[config.mk]
export PLATFORM = sky130hd
export DESIGN_NAME = vstu_bresp_tracker
export DESIGN_NICKNAME = d
export VERILOG_FILES = /design/src/rtl/ara_pkg.sv /design/src/rtl/vstu_credit_counter.sv /design/src/rtl/vstu_bresp_tracker.sv
export SDC_FILE = /design/constraint.sdc
export NUM_CORES = 1
export LEC_CHECK = 0
export CORE_ASPECT_RATIO = 1.4
export CORE_UTILIZATION = 33
export DETAILED_ROUTE_END_ITERATION = 6
export MAX_ROUTING_LAYER = met4
export PLACE_DENSITY = 0.47
export SYNTH_ARGS = -nofsm -noshare
export SYNTH_HDL_FRONTEND = slang
export SYNTH_SLANG_ARGS = --single-unit
[constraint.sdc]
create_clock -name clk_i -period 3.7 [get_ports clk_i]
set_clock_uncertainty 0.1 [all_clocks]
set_input_delay 0.74 -clock clk_i [delete_from_list [all_inputs] [get_ports clk_i]]
set_output_delay 0.74 -clock clk_i [all_outputs]
set_load 0.02 [all_outputs]
[src/rtl/ara_pkg.sv]
`default_nettype none
// ============================================================================
// Module      : ara_pkg
// Description : Shared constants, types and helpers for the vector store unit
//               B-response tracker.
//               - idx_width()          : index width, never less than one bit
//               - NrVInsn              : number of vector instruction IDs
//               - VstuInsnQueueDepth   : store instructions tracked at once
//               - vstu_btrk_entry_t    : one tracked store instruction
//               - RespSlvErr/RespDecErr: AXI error response encodings
// Revision    : 1.0 - initial release
// ============================================================================
package ara_pkg;

  function automatic int unsigned idx_width(input int unsigned num_idx);
    return (num_idx > 32'd1) ? unsigned'($clog2(num_idx)) : 32'd1;
  endfunction

  localparam int unsigned NrVInsn            = 8;
  localparam int unsigned VstuInsnQueueDepth = 4;

  localparam logic [1:0] RespSlvErr = 2'b10;
  localparam logic [1:0] RespDecErr = 2'b11;

  typedef struct packed {
    logic [idx_width(NrVInsn)-1:0] id;
    logic [15:0]                   burst_cnt;
    logic                          all_sent;
    logic [15:0]                   b_cnt;
  } vstu_btrk_entry_t;

endpackage
`default_nettype wire

[src/rtl/vstu_credit_counter.sv]
`default_nettype none
// ============================================================================
// Module      : vstu_credit_counter
// Description : Up/down counter of AW bursts still waiting for a B response.
//               Increments are dropped when full, decrements when empty.
// Ports       : clk_i, rst_ni (async, active low)
//               inc_i   - one burst issued
//               dec_i   - one burst acknowledged
//               count_o - registered count
//               full_o  - count >= MaxOutstanding
//               empty_o - count == 0
// Revision    : 1.0 - initial release
// ============================================================================
module vstu_credit_counter
  import ara_pkg::*;
#(
  parameter int unsigned MaxOutstanding = 8
) (
  input  logic                                 clk_i,
  input  logic                                 rst_ni,
  input  logic                                 inc_i,
  input  logic                                 dec_i,
  output logic [idx_width(MaxOutstanding):0]   count_o,
  output logic                                 full_o,
  output logic                                 empty_o
);

  localparam int unsigned CntW = idx_width(MaxOutstanding) + 1;

  logic [CntW-1:0] count_d, count_q;
  logic            inc_eff, dec_eff;

  assign full_o  = (count_q >= CntW'(MaxOutstanding));
  assign empty_o = (count_q == '0);
  assign inc_eff = inc_i && !full_o;
  assign dec_eff = dec_i && !empty_o;

  always_comb begin
    count_d = count_q;
    if (inc_eff && !dec_eff) begin
      count_d = count_q + 1'b1;
    end else if (!inc_eff && dec_eff) begin
      count_d = count_q - 1'b1;
    end
  end

  always_ff @(posedge clk_i or negedge rst_ni) begin
    if (!rst_ni) begin
      count_q <= '0;
    end else begin
      count_q <= count_d;
    end
  end

  assign count_o = count_q;

endmodule
`default_nettype wire

[src/rtl/vstu_bresp_tracker.sv]
`default_nettype none
// ============================================================================
// Module      : vstu_bresp_tracker
// Description : Tracks store instructions from acceptance through AW burst
//               issue to the last B response, then pulses a per-ID done bit.
//               Circular entry queue with accept / issue / commit pointers.
// Ports       : clk_i, rst_ni (async, active low)
//               acc_*   - accept a store instruction (id)
//               aw_*    - AW burst issue, aw_last_i marks the final burst
//               b_*     - B response
//               vinsn_done_o, store_complete_o - 1-cycle registered pulses
//               store_pending_o, outstanding_o - status
// Options     : VSTU_BRESP_ERR_EN adds err_o / err_id_o, a sticky per-entry
//               error flag set by SLVERR/DECERR responses.
// Revision    : 1.0 - initial release
// ============================================================================
module vstu_bresp_tracker
  import ara_pkg::*;
#(
  parameter int unsigned NrVInsn        = ara_pkg::NrVInsn,
  parameter int unsigned QueueDepth     = VstuInsnQueueDepth,
  parameter int unsigned MaxOutstanding = 8
) (
  input  logic                                clk_i,
  input  logic                                rst_ni,
  input  logic                                acc_valid_i,
  input  logic [idx_width(NrVInsn)-1:0]       acc_id_i,
  output logic                                acc_ready_o,
  input  logic                                aw_valid_i,
  input  logic                                aw_last_i,
  output logic                                aw_ready_o,
  input  logic                                b_valid_i,
  input  logic [1:0]                          b_resp_i,
  output logic                                b_ready_o,
  output logic [NrVInsn-1:0]                  vinsn_done_o,
  output logic                                store_complete_o,
  output logic                                store_pending_o,
  output logic [idx_width(MaxOutstanding):0]  outstanding_o
`ifdef VSTU_BRESP_ERR_EN
  ,
  output logic                                err_o,
  output logic [idx_width(NrVInsn)-1:0]       err_id_o
`endif
);

  localparam int unsigned PtrW  = idx_width(QueueDepth);
  localparam int unsigned CntQW = idx_width(QueueDepth) + 1;

  function automatic logic [PtrW-1:0] ptr_inc(input logic [PtrW-1:0] p);
    return (p == PtrW'(QueueDepth - 1)) ? '0 : p + 1'b1;
  endfunction

  vstu_btrk_entry_t entries_d [QueueDepth];
  vstu_btrk_entry_t entries_q [QueueDepth];
  logic [PtrW-1:0]  acc_ptr_d, acc_ptr_q, iss_ptr_d, iss_ptr_q, com_ptr_d, com_ptr_q;
  logic [CntQW-1:0] count_d, count_q;
  // Entries accepted but not yet fully issued; non-zero means an issue entry exists.
  logic [CntQW-1:0] pend_iss_d, pend_iss_q;
  logic [NrVInsn-1:0] done_d, done_q;
  logic             complete_d, complete_q;
  logic             acc_hs, aw_hs, b_hs, retire;
  logic             credit_full, credit_empty;

  vstu_credit_counter #(
    .MaxOutstanding(MaxOutstanding)
  ) u_credit (
    .clk_i  (clk_i),
    .rst_ni (rst_ni),
    .inc_i  (aw_hs),
    .dec_i  (b_hs),
    .count_o(outstanding_o),
    .full_o (credit_full),
    .empty_o(credit_empty)
  );

  // Readies come from registered state only, so aw_ready_o never sees b_valid_i.
  assign acc_ready_o     = (count_q != CntQW'(QueueDepth));
  assign aw_ready_o      = (pend_iss_q != '0) && !credit_full;
  assign b_ready_o       = !credit_empty;
  assign store_pending_o = (count_q != '0);

  assign acc_hs = acc_valid_i && acc_ready_o;
  assign aw_hs  = aw_valid_i && aw_ready_o;
  assign b_hs   = b_valid_i && b_ready_o;
  // Uses the registered all_sent: a final AW landing in the same cycle cannot retire it.
  assign retire = b_hs && entries_q[com_ptr_q].all_sent &&
                  ((entries_q[com_ptr_q].b_cnt + 16'd1) == entries_q[com_ptr_q].burst_cnt);

  always_comb begin
    entries_d  = entries_q;
    acc_ptr_d  = acc_ptr_q;
    iss_ptr_d  = iss_ptr_q;
    com_ptr_d  = com_ptr_q;
    done_d     = '0;
    complete_d = 1'b0;

    if (b_hs) begin
      entries_d[com_ptr_q].b_cnt = entries_q[com_ptr_q].b_cnt + 16'd1;
    end
    if (aw_hs) begin
      entries_d[iss_ptr_q].burst_cnt = entries_q[iss_ptr_q].burst_cnt + 16'd1;
      if (aw_last_i) begin
        entries_d[iss_ptr_q].all_sent = 1'b1;
        iss_ptr_d = ptr_inc(iss_ptr_q);
      end
    end
    if (retire) begin
      com_ptr_d = ptr_inc(com_ptr_q);
      done_d[entries_q[com_ptr_q].id] = 1'b1;
      complete_d = 1'b1;
    end
    // The accept slot is never a live issue/commit entry because the queue is not full.
    if (acc_hs) begin
      entries_d[acc_ptr_q]    = '0;
      entries_d[acc_ptr_q].id = acc_id_i;
      acc_ptr_d = ptr_inc(acc_ptr_q);
    end

    count_d    = count_q + CntQW'(acc_hs) - CntQW'(retire);
    pend_iss_d = pend_iss_q + CntQW'(acc_hs) - CntQW'(aw_hs && aw_last_i);
  end

  always_ff @(posedge clk_i or negedge rst_ni) begin
    if (!rst_ni) begin
      entries_q  <= '{default: '0};
      acc_ptr_q  <= '0;
      iss_ptr_q  <= '0;
      com_ptr_q  <= '0;
      count_q    <= '0;
      pend_iss_q <= '0;
      done_q     <= '0;
      complete_q <= 1'b0;
    end else begin
      entries_q  <= entries_d;
      acc_ptr_q  <= acc_ptr_d;
      iss_ptr_q  <= iss_ptr_d;
      com_ptr_q  <= com_ptr_d;
      count_q    <= count_d;
      pend_iss_q <= pend_iss_d;
      done_q     <= done_d;
      complete_q <= complete_d;
    end
  end

  assign vinsn_done_o     = done_q;
  assign store_complete_o = complete_q;

`ifdef VSTU_BRESP_ERR_EN
  logic [QueueDepth-1:0]         err_flag_d, err_flag_q;
  logic                          err_d, err_q;
  logic [idx_width(NrVInsn)-1:0] err_id_d, err_id_q;
  logic                          b_err;

  assign b_err = (b_resp_i == RespSlvErr) || (b_resp_i == RespDecErr);

  always_comb begin
    err_flag_d = err_flag_q;
    if (b_hs && b_err) begin
      err_flag_d[com_ptr_q] = 1'b1;
    end
    if (acc_hs) begin
      err_flag_d[acc_ptr_q] = 1'b0;
    end
    // The retiring B itself may carry the error, so fold it in directly.
    err_d    = retire && (err_flag_q[com_ptr_q] || b_err);
    err_id_d = retire ? entries_q[com_ptr_q].id : '0;
  end

  always_ff @(posedge clk_i or negedge rst_ni) begin
    if (!rst_ni) begin
      err_flag_q <= '0;
      err_q      <= 1'b0;
      err_id_q   <= '0;
    end else begin
      err_flag_q <= err_flag_d;
      err_q      <= err_d;
      err_id_q   <= err_id_d;
    end
  end

  assign err_o    = err_q;
  assign err_id_o = err_id_q;
`else
  logic unused_b_resp;
  assign unused_b_resp = ^b_resp_i;
`endif

endmodule
`default_nettype wire

==> out/metrics.yaml, run 1 <==
sta:
  worst_slew_pin_slew_ns: 0.918
  maxSlewHeadroom_pct: 38.8
  finalCriticalPeriod_ns: 3.68
  slew_viol_final: 0
  setup_viol: 0
  finalHoldViolCount: 0
  fmax_mhz: 272
  fin_crit_sh_pct: 99.5
  grt_setup_unrepaired: "yes"
  whs_ns: 0.270
  worst_slack_ns: 0.0200
die:
  core_sq_um: 26400
  dieArea_sq_um: 27800
  initial_core_util_pct: 33.9
  row_count: 70
  fp.dieW_um: 141
  die_height_um: 197
  io_pins: 28
drt:
  dr.pass1.iters: 5
  drt-initial-drc-count: 348
  drcViolationCount: 0
  wire_per_inst_um: 19.4
  viasPerCell: 5.30
  via_count: 6425
  ant_nets: 0
  routed_wl_um: 23600
synth:
  yosys.area_share.adder_pct: 3.61
  synth_top_family_by_area: "multiplexers"
  synth_area_sq_um: 8940
  netlist_instances: 772
  synth-xor-area-share_pct: 6.20
  ys.warnings.count: 0
  synth_nets: 807
  synth.distinct_cells: 45
  ys_seq_area_share_pct: 47.3
  avgSynthCellArea_sq_um: 11.6
  ys_ff_latch: 169
  synthMuxAreaShare_pct: 16.0
  synth_compound_area_share_pct: 11.1
  synthSimpleGateAreaFrac_pct: 11.7
placed_design:
  pre_cts_ws_ns: -0.309
  hpwlAfterDp_um: 15100
  portBuffers: 25
  place_area_sq_um: 9920
  place_congestion: 0.786
clock_network:
  clk_latency_ns: 0.44
  clock_path_buffers: 2
  path_clk_slew_ns: 0.07
  numCtsBuffers: 17
  clock-sinks: 169
  htree_levels: 4
  clock_tree.root_cell: "clkbuf_16"
  hold_buffers: 0
  cts_tree: "done"
worst_setup_path:
  arrival_ns: 3.89
  critical_path_peak_fanout: 7
  rr_worst_depth: 15
  r2r-end: "count_q[1]"
  crit_start: "com_ptr_q[0]"
  r2r_slack_ns: 0.02
  cp-endpoint: "count_q[1]"
  critPathKind: "register to register"
  cp.required_ns: 3.91
  timing.rr.start: "com_ptr_q[0]"
  worst_setup_path_end_kind: "register"
  cp-start-kind: "register"
global_route:
  grt_pass1_wl_um: 38000
  grt_remaining_overflow: 0
  track_usage_pct: 18.6
  grt_max_degree: 93
  grt_pass1_vias: 6982
  antenna_found_initial: 0
cells_and_area:
  final_area_sq_um: 10900
  layout_common_cells: "167 x dfrtp_1, 145 x nor2_1, 121 x a211oi_1"
  final_common_cell: "dfrtp_1"
  antenna_cells: 0
  nets: 875
  area_growth_pct: 22.0
  drive_gt1_share_pct: 26.4
run_status:
  status: "complete, no violations"
power_and_ir_drop:
  p_per_area_nw_per_um2: 763
  p_leak_nw: 4.38
  vdd_drop_max_v: 0.000311
job:
  max-cap-violations: 0
min_path:
  hold_class: "input port to asynchronous set/reset pin"
-- per-layer routing --
layer	GRT usage, %	share of wire (%)	up-vias
li1	-	-	2933
met1	20.3	39	3296
met2	33.4	55	146
met3	2.84	3.2	50
met4	8.25	2.6	0
met5	-	0	-
-- critical path, stage by stage (launching register included) --
cell       delay [ns]
dfrtp_2          0.49
buf_12           0.18
mux4_2           0.41
nand3_4          0.09
buf_6            0.13
nor4_4           0.38
xnor2_4          0.18
o2111ai_4        0.13
a2111oi_4        0.32
nand4_1          0.14
buf_6            0.15
inv_4            0.05
ha_4             0.19
inv_2            0.06
ha_4             0.12
fa_2             0.41
-- worst min-delay path by stage --
| stage | from | end | slack [ns] | cells after the start |
|---|---|---|---|---|
| after floorplan | rst_ni | acc_ptr_q[0] | 0.34 | 0 |
| after global placement | entries_q[16] | entries_q[16] | 0.38 | 2 |
| after detailed placement | entries_q[16] | entries_q[16] | 0.39 | 2 |
| after CTS | rst_ni | u_credit.count_o[0] | 0.32 | 1 |
| after global routing | rst_ni | u_credit.count_o[0] | 0.36 | 1 |
| final | rst_ni | u_credit.count_o[0] | 0.27 | 1 |
-- sequential cells by signal, summed over array words and instances (netlist names) --
register / flops
entries_q: 144
vinsn_done_o: 8
u_credit.count_o: 4
count_q: 3
pend_iss_q: 3
acc_ptr_q: 2
com_ptr_q: 2
iss_ptr_q: 2
store_complete_o: 1
-- cells in the mapped netlist (all sizes together) --
master   instances  area (sq um)
a21o             1          7.51
dfrtp          169          4230
a211oi         121           908
nand2           17          66.3
nor2           145           544
a21oi            5          25.0
nand2b           2          12.5
inv             18          67.6
clkbuf          49           184
or4              1          7.51
and3            19           119
xnor3            1          22.5
and4             3          26.3
mux2            17           195
o21ai            5          25.0
buf             16           110
o21a             1          7.51
nand4            5          31.3
and2             6          37.5
mux2i            9          90.1
xnor2           40           418
or2              1          6.26
nand3           11          72.6
ha              21           263
nor3            14          70.1
o2111ai          1          8.76
nor4             4          40.0
fa               3          60.1
or3              2          12.5
a2111oi          1          15.0
mux4            51          1150
xor2            13           114
-- layout make-up --
class	count	area [sq um]
fillers	2508	15500
multi-input cells	520	4550
flip-flops and latches	169	4230
repair buffers	114	1030
clock buffers	21	460
well taps	360	450
clock inverters	11	114
inverters	18	70.1
-- stage by stage --
step,utilization (%),power (mW),std cells,setup TNS [ns]
after floorplan,-,5.19,772,0
after global placement,37.6,6.16,1155,-0.660
after detailed placement,37.6,6.32,1155,-0.560
after CTS,40.8,8.28,1201,0
after global routing,41.4,8.87,1213,-0.151
final,41.4,8.32,1213,0
-- cells by family (layout without fill, tap and decap cells) --
| group | count (synthesis) | after routing |
|---|---|---|
| buffers and inverters | 83 | 164 |
| xor gates and xnor gates | 54 | 54 |
| and+or+nand+nor | 230 | 230 |
| AOI/OAI and AO/OA | 135 | 135 |
| adders and majority gates | 24 | 24 |
| DFF | 169 | 169 |
| muxes | 77 | 77 |
-- where the power goes --
| part | switching, mW | internal (mW) | total [mW] |
|---|---|---|---|
| Combinational | 1.98 | 1.81 | 3.80 |
| Sequential | 0.384 | 2.39 | 2.77 |
| Clock | 0.785 | 0.973 | 1.76 |
-- timing repair --
| action | in CTS | in global routing |
|---|---|---|
| gates resized for setup | 29 | 12 |
| pin swaps | 20 | 17 |
| buffers inserted | 14 | 12 |
| setup endpoints to repair | 2 | 2 |
Power figures use the tool's default switching activity.
==> run 2: changes to the inputs <==
Settings changed: CAP_MARGIN set to 20, SYNTH_HIERARCHICAL set to 1.
==> run 2 against run 1 <==
The run now ends with negative setup slack left. Via count up 2.1%. Hold slack worse by 0.053 ns. Highest routed layer unchanged. Count of clock-buffer cells in the layout unchanged. Utilization down 1.1 points. Largest cell class unchanged. Critical endpoint unchanged. Synthesized cell count up 3.8%. Combinational power up 1%.
==> out/metrics.yaml, run 2 <==
synth:
  yosysMostFrequentCell: "dfrtp_1"
  synth_area_sq_um: 9220  # +3.1%
  synth.distinct_cells: 58  # +29%
  avgSynthCellArea_sq_um: 11.5  # -0.64%
  ys_ff_latch: 169  # unchanged
  netlist_instances: 801  # +3.8%
  async_flop_share_pct: 100  # unchanged
  synth_top_area_share_pct: 45.9  # -1.4 points
  synth_edf_count: 0  # unchanged
  ys_seq_area_share_pct: 45.9  # -1.4 points
  ys.warnings.count: 6  # +6
  yosys-top-cells-count: "169 x dfrtp_1, 143 x nor2_1, 120 x a211oi_1"
  synth_ff_type: "dfrtp_1"
  ys_top_cells_by_area: "dfrtp_1 46%, a211oi_1 9.8%, mux4_2 9.0%, nor2_1 5.8%, mux4_1 4.0%"
  yosys.area.top_type: "dfrtp_1"
  synth_nets: 836  # +3.6%
clock_network:
  clock-sinks: 169  # unchanged
  clk_latency_ns: 0.44  # about the same
  htree_levels: 4  # unchanged
  clock_tree.root_cell: "clkbuf_16"
  clock_path_buffers: 2  # unchanged
  path_clk_slew_ns: 0.07  # about the same
  hold_buffers: 0  # unchanged
  numCtsBuffers: 17  # unchanged
  cts_tree: "done"
die:
  row_count: 72  # +2.9%
  core_sq_um: 27600  # +4.6%
  fp.dieW_um: 143  # +1.5%
  initial_core_util_pct: 33.5  # -0.48 points
  io_pins: 28  # unchanged
  die_height_um: 200  # +1.5%
  dieArea_sq_um: 28600  # +3.1%
cells_and_area:
  largest_register_ffs: 144  # unchanged
  final_util_pct: 40.3  # -1.1 points
  nFillCells: 2672  # +6.5%
  largest_register: "entries_q"
  area_growth_pct: 20.5
  antenna_cells: 0  # unchanged
  layout_common_cells: "167 x dfrtp_1, 143 x nor2_1, 120 x a211oi_1"
  final_common_cell: "dfrtp_1"
  drive_gt1_share_pct: 24.8  # -1.5 points
  nets: 900  # +2.9%
power_and_ir_drop:
  vdd_drop_max_v: 0.000388  # +25%
  p_sw_mw: 3.23  # +2.7%
  swShare_pct: 37.5  # -0.37 points
  pwr-share-seq_pct: 32.7  # -0.6 points
  p_leak_nw: 4.49  # +2.4%
  finalPower_mw: 8.63  # +3.7%
  p_per_area_nw_per_um2: 777  # +1.8%
  p_clk_share_pct: 22.6  # +1.5 points
  p_comb_share_pct: 44.6  # -1.0 points
  cellInternalPower_mw: 5.40  # +4.3%
worst_setup_path:
  arrival_ns: 4.20  # +0.31 ns
  critPathKind: "register to register"
  critical_path_peak_fanout: 5  # -2
  rr_worst_depth: 14  # -1
  cp.required_ns: 3.91  # about the same
  worst_setup_path_end_kind: "register"
  cp-start-kind: "register"
drt:
  ant_nets: 0  # unchanged
  wire_per_inst_um: 19.7  # +1.5%
  dr.pass1.iters: 4  # -1
  via_count: 6563  # +2.1%
  routed_wl_um: 24600  # +4.4%
  drcViolationCount: 0  # unchanged
  viasPerCell: 5.26  # -0.72%
  drt-initial-drc-count: 349  # +0.29%
sta:
  worst_slack_ns: -0.289  # -0.309 ns
  whs_ns: 0.217  # -0.0532 ns
  finalHoldViolCount: 0  # unchanged
  slew_viol_final: 0  # unchanged
  fmax_mhz: 251  # -7.7%
  finalCriticalPeriod_ns: 3.99  # +0.309 ns
  worst_slew_pin_slew_ns: 0.985  # +0.0675 ns
  grt_setup_unrepaired: "yes"
  fin_crit_sh_pct: 108  # +8.3 points
  setup_viol: 3  # +3
  maxSlewHeadroom_pct: 33.6  # -5.2 points
job:
  max-cap-violations: 0  # unchanged
run_status:
  violations: "negative setup slack"
  status: "complete, but fails checks"
global_route:
  grt_remaining_overflow: 0  # unchanged
  grt_max_degree: 77  # -17%
  grt_pass1_vias: 7138  # +2.2%
  track_usage_pct: 19.0  # +0.37 points
  grt_pass1_wl_um: 39100  # +2.8%
  antenna_found_initial: 0  # unchanged
placed_design:
  hpwlAfterDp_um: 16400  # +8.4%
  portBuffers: 25  # unchanged
  place_congestion: 0.814  # +3.6%
  pre_cts_ws_ns: -0.432  # -0.123 ns
min_path:
  hold_class: "input port to asynchronous set/reset pin"
run 2: power by group through the flow:
stage	registers, mW	logic [mW]	clock network (mW)
after detailed placement	2.86	3.78	0
after global placement	2.81	3.64	0
after floorplan	2.73	2.68	0
after CTS	2.83	3.83	2.00
final	2.83	3.85	1.95
after global routing	2.90	4.21	2.07
run 2: critical path, stage by stage, from the launching register on:
cell and delay, ns:
dfrtp_2 0.43, buf_12 0.14, buf_6 0.10, mux4_2 0.46, ha_4 0.33, xnor2_2 0.11
nand4_1 0.20, a2111oi_2 0.39, nand3_1 0.11, or4_4 0.60, inv_4 0.10, ha_4 0.20
inv_4 0.05, ha_4 0.11, fa_2 0.43
run 2: final timing paths:
kind,from,to,slack [ns]
setup / recovery,com_ptr_q[0],count_q[1],-0.29
hold / removal,rst_ni,entries_q[50],0.22
setup reg to reg,com_ptr_q[0],count_q[1],-0.29
hold reg to reg,entries_q[52],entries_q[52],0.40
max in group asynchronous,rst_ni,entries_q[5],2.26
min in group clk_i,entries_q[52],entries_q[52],0.40
run 2: repair_timing:
item	4_1_cts	5_1_grt
setup buffers	10	4
gates resized for setup	9	15
gates cloned	0	0
pin swaps	15	12
endpoints found under the setup margin	5	12
run 2: through the flow:
stage,cells,cell area [sq um],setup TNS (ns)
global placement,1202,10200,-0.912
finish,1248,11100,-0.544
CTS,1244,11000,-0.812
global route,1248,11100,-1.15
floorplan,801,9320,-0.575
detailed placement,1202,10200,-0.965
run 2: cell families (layout without fill, tap and decap cells):
kind of cell / Yosys count / count (layout) / share of synthesized area, %
and+or+nand+nor: 245 / 245 / 12.4
DFF: 169 / 169 / 45.9
AOI/OAI and AO/OA: 149 / 149 / 12.0
buffers and inverters: 86 / 163 / 4.80
muxes: 79 / 79 / 16.3
xor gates and xnor gates: 49 / 49 / 5.13
adders and majority gates: 24 / 24 / 3.50
run 2: cell type report:
| type | instances | area (sq um) | area share (%) |
|---|---|---|---|
| clock buffer | 21 | 480 | 4.32 |
| clock inverter | 11 | 166 | 1.50 |
| inverter | 19 | 76.3 | 0.687 |
| multi-input combinational | 546 | 4720 | 42.5 |
| sequential | 169 | 4230 | 38.1 |
| tap | 370 | 463 | 4.17 |
| timing repair buffer | 112 | 973 | 8.76 |
run 2: per-layer routing:
layer  vias to the layer above  wire length [um]  global-route usage, %
li1                       3042                 -                      -
met1                      3342              9980                   20.8
met2                       136             13300                   34.1
met3                        43               708                   3.27
met4                         0               564                   7.80
met5                         -                 0                      -
==> run 3: changes to the inputs <==
Settings changed: CTS_CLUSTER_SIZE set to 40, TNS_END_PERCENT set to 1.
==> run 3 against run 2 <==
Clock power about the same. Combinational power about the same. Final cell count about the same. The run still ends with negative setup slack left. Sequential power about the same. Largest cell class unchanged. Global-route usage unchanged. Total power down 0.20%. Final area down 0.47%. Register-to-register slack about the same. Maximum frequency up 0.19%. Setup slack better by 0.0076 ns.
==> out/metrics.yaml, run 3 (same netlist as run 2, synthesis figures left out) <==
run_status:
  status: "complete, but fails checks"
  violations: "negative setup slack"
sta:
  whs_ns: 0.217  # +0.000189 ns
  fin_tns_setup_ns: -0.517  # +0.0274 ns
  fmax_mhz: 251  # +0.19%
  finalCriticalPeriod_ns: 3.98  # -0.00765 ns
  worst_slack_ns: -0.281  # +0.00765 ns
  finalHoldViolCount: 0  # unchanged
  grt_setup_unrepaired: "yes"
  fin_crit_sh_pct: 108  # -0.21 points
  maxSlewHeadroom_pct: 48.5  # +15 points
  slew_viol_final: 0  # unchanged
  worst_slew_pin_slew_ns: 0.772  # -0.213 ns
  setup_viol: 2  # -1
global_route:
  busiest_layer: "met2"
  grtUsageMet3_pct: 3.27  # unchanged
  grt_remaining_overflow: 0  # unchanged
  antenna_found_initial: 0  # unchanged
  grt_max_degree: 77  # unchanged
  track_usage_pct: 19.0  # unchanged
  gr-usage-met2_pct: 34.1  # unchanged
  grt_pass1_wl_um: 39100  # unchanged
  gr-usage-met1_pct: 20.8  # unchanged
  grt_pass1_vias: 7138  # unchanged
die:
  row_count: 72  # unchanged
  io_pins: 28  # unchanged
  dieArea_sq_um: 28600  # unchanged
  initial_core_util_pct: 33.5  # unchanged
  core_sq_um: 27600  # unchanged
  fp.dieW_um: 143  # unchanged
  die_height_um: 200  # unchanged
placed_design:
  dp_cells: 1202  # unchanged
  portBuffers: 25  # unchanged
  pre_cts_ws_ns: -0.432  # unchanged
  place_congestion: 0.814  # unchanged
  hpwlAfterDp_um: 16400  # unchanged
  place_area_sq_um: 10200  # unchanged
clock_network:
  cts_tree: "done"
  hold_buffers: 0  # unchanged
  htree_levels: 4  # unchanged
  clock-sinks: 169  # unchanged
  numCtsBuffers: 17  # unchanged
  clock_path_buffers: 2  # unchanged
  clock_tree.root_cell: "clkbuf_16"
  clk_latency_ns: 0.44  # about the same
  path_clk_slew_ns: 0.07  # about the same
worst_setup_path:
  timing.rr.start: "com_ptr_q[0]"
  critPathKind: "register to register"
  arrival_ns: 4.19  # about the same
  cp-start-kind: "register"
  crit_start: "com_ptr_q[0]"
  cp.required_ns: 3.91  # about the same
  worst_setup_path_end_kind: "register"
  critical_path_peak_fanout: 5  # unchanged
cells_and_area:
  area_growth_pct: 19.9
  largest_register_ffs: 144  # unchanged
  final_util_pct: 40.1  # -0.19 points
  layout_common_cells: "167 x dfrtp_1, 143 x nor2_1, 120 x a211oi_1"
  drive_gt1_share_pct: 24.2  # -0.66 points
  final_area_sq_um: 11100  # -0.47%
  largest_register: "entries_q"
  instances_no_fill: 1247  # -0.080%
  final_common_cell: "dfrtp_1"
  nFillCells: 2679  # +0.26%
  nets: 899  # -0.11%
  antenna_cells: 0  # unchanged
power_and_ir_drop:
  p_per_area_nw_per_um2: 779  # +0.27%
  p_leak_nw: 4.47  # -0.49%
  finalPower_mw: 8.61  # -0.20%
  vdd_drop_max_v: 0.000394  # +1.5%
drt:
  wire_per_inst_um: 19.7  # about the same
  drt-initial-drc-count: 308  # -12%
  drcViolationCount: 0  # unchanged
  viasPerCell: 5.27  # +0.13%
  dr.pass1.iters: 4  # unchanged
  routed_wl_um: 24600  # about the same
  ant_nets: 0  # unchanged
  via_count: 6566  # +0.046%
min_path:
  hold_class: "input port to asynchronous set/reset pin"
job:
  max-cap-violations: 0  # unchanged
-- run 3: cell types whose count changed in the layout (fill, tap and decap cells not counted), sizes merged --
cell | before | now
buf | 88 | 87
-- run 3: worst max-delay path: stages (launching register included) --
cell       delay, ns
dfrtp_2         0.43
buf_12          0.14
buf_6           0.10
mux4_2          0.46
ha_4            0.33
xnor2_2         0.11
nand4_1         0.20
a2111oi_2       0.39
nand3_1         0.11
or4_4           0.59
inv_4           0.09
ha_4            0.20
inv_4           0.05
ha_4            0.11
fa_2            0.43
-- run 3: repair_timing --
action	CTS	global route
endpoints found under the setup margin	5	12
pin swaps	15	12
gates resized for setup	9	6
buffers inserted	10	3
gates cloned	0	0
hold endpoints to repair	0	0
-- run 3: final cells by class --
cell class / count / area [sq um] / area share [%]
Clock inverter: 11 / 166 / 1.51
Sequential cell: 169 / 4230 / 38.3
Tap cell: 370 / 463 / 4.19
Clock buffer: 21 / 480 / 4.35
Multi-Input combinational cell: 546 / 4680 / 42.3
Inverter: 19 / 76.3 / 0.690
Timing Repair Buffer: 111 / 958 / 8.67
-- run 3: routing by layer --
layer	share of wire [%]	wire length, um	vias to the layer above
met5	0	0	-
met4	2.6	643	0
met3	2.9	713	49
met2	54	13200	139
met1	41	9970	3338
li1	-	-	3040
-- run 3: where the power goes --
| part | leakage (nW) | internal [mW] | switching (mW) |
|---|---|---|---|
| logic | 1.95 | 1.79 | 2.05 |
| clock network | 0.323 | 1.20 | 0.755 |
| registers | 2.20 | 2.41 | 0.416 |
-- run 3: path summary, 6_finish.rpt --
kind	to	slack [ns]	cells past startpoint
min	entries_q[50]	0.22	1
min reg2reg	entries_q[52]	0.40	2
max	count_q[1]	-0.28	14
max in group asynchronous	entries_q[5]	2.26	2
max reg2reg	count_q[1]	-0.28	14
min in group clk_i	entries_q[52]	0.40	2
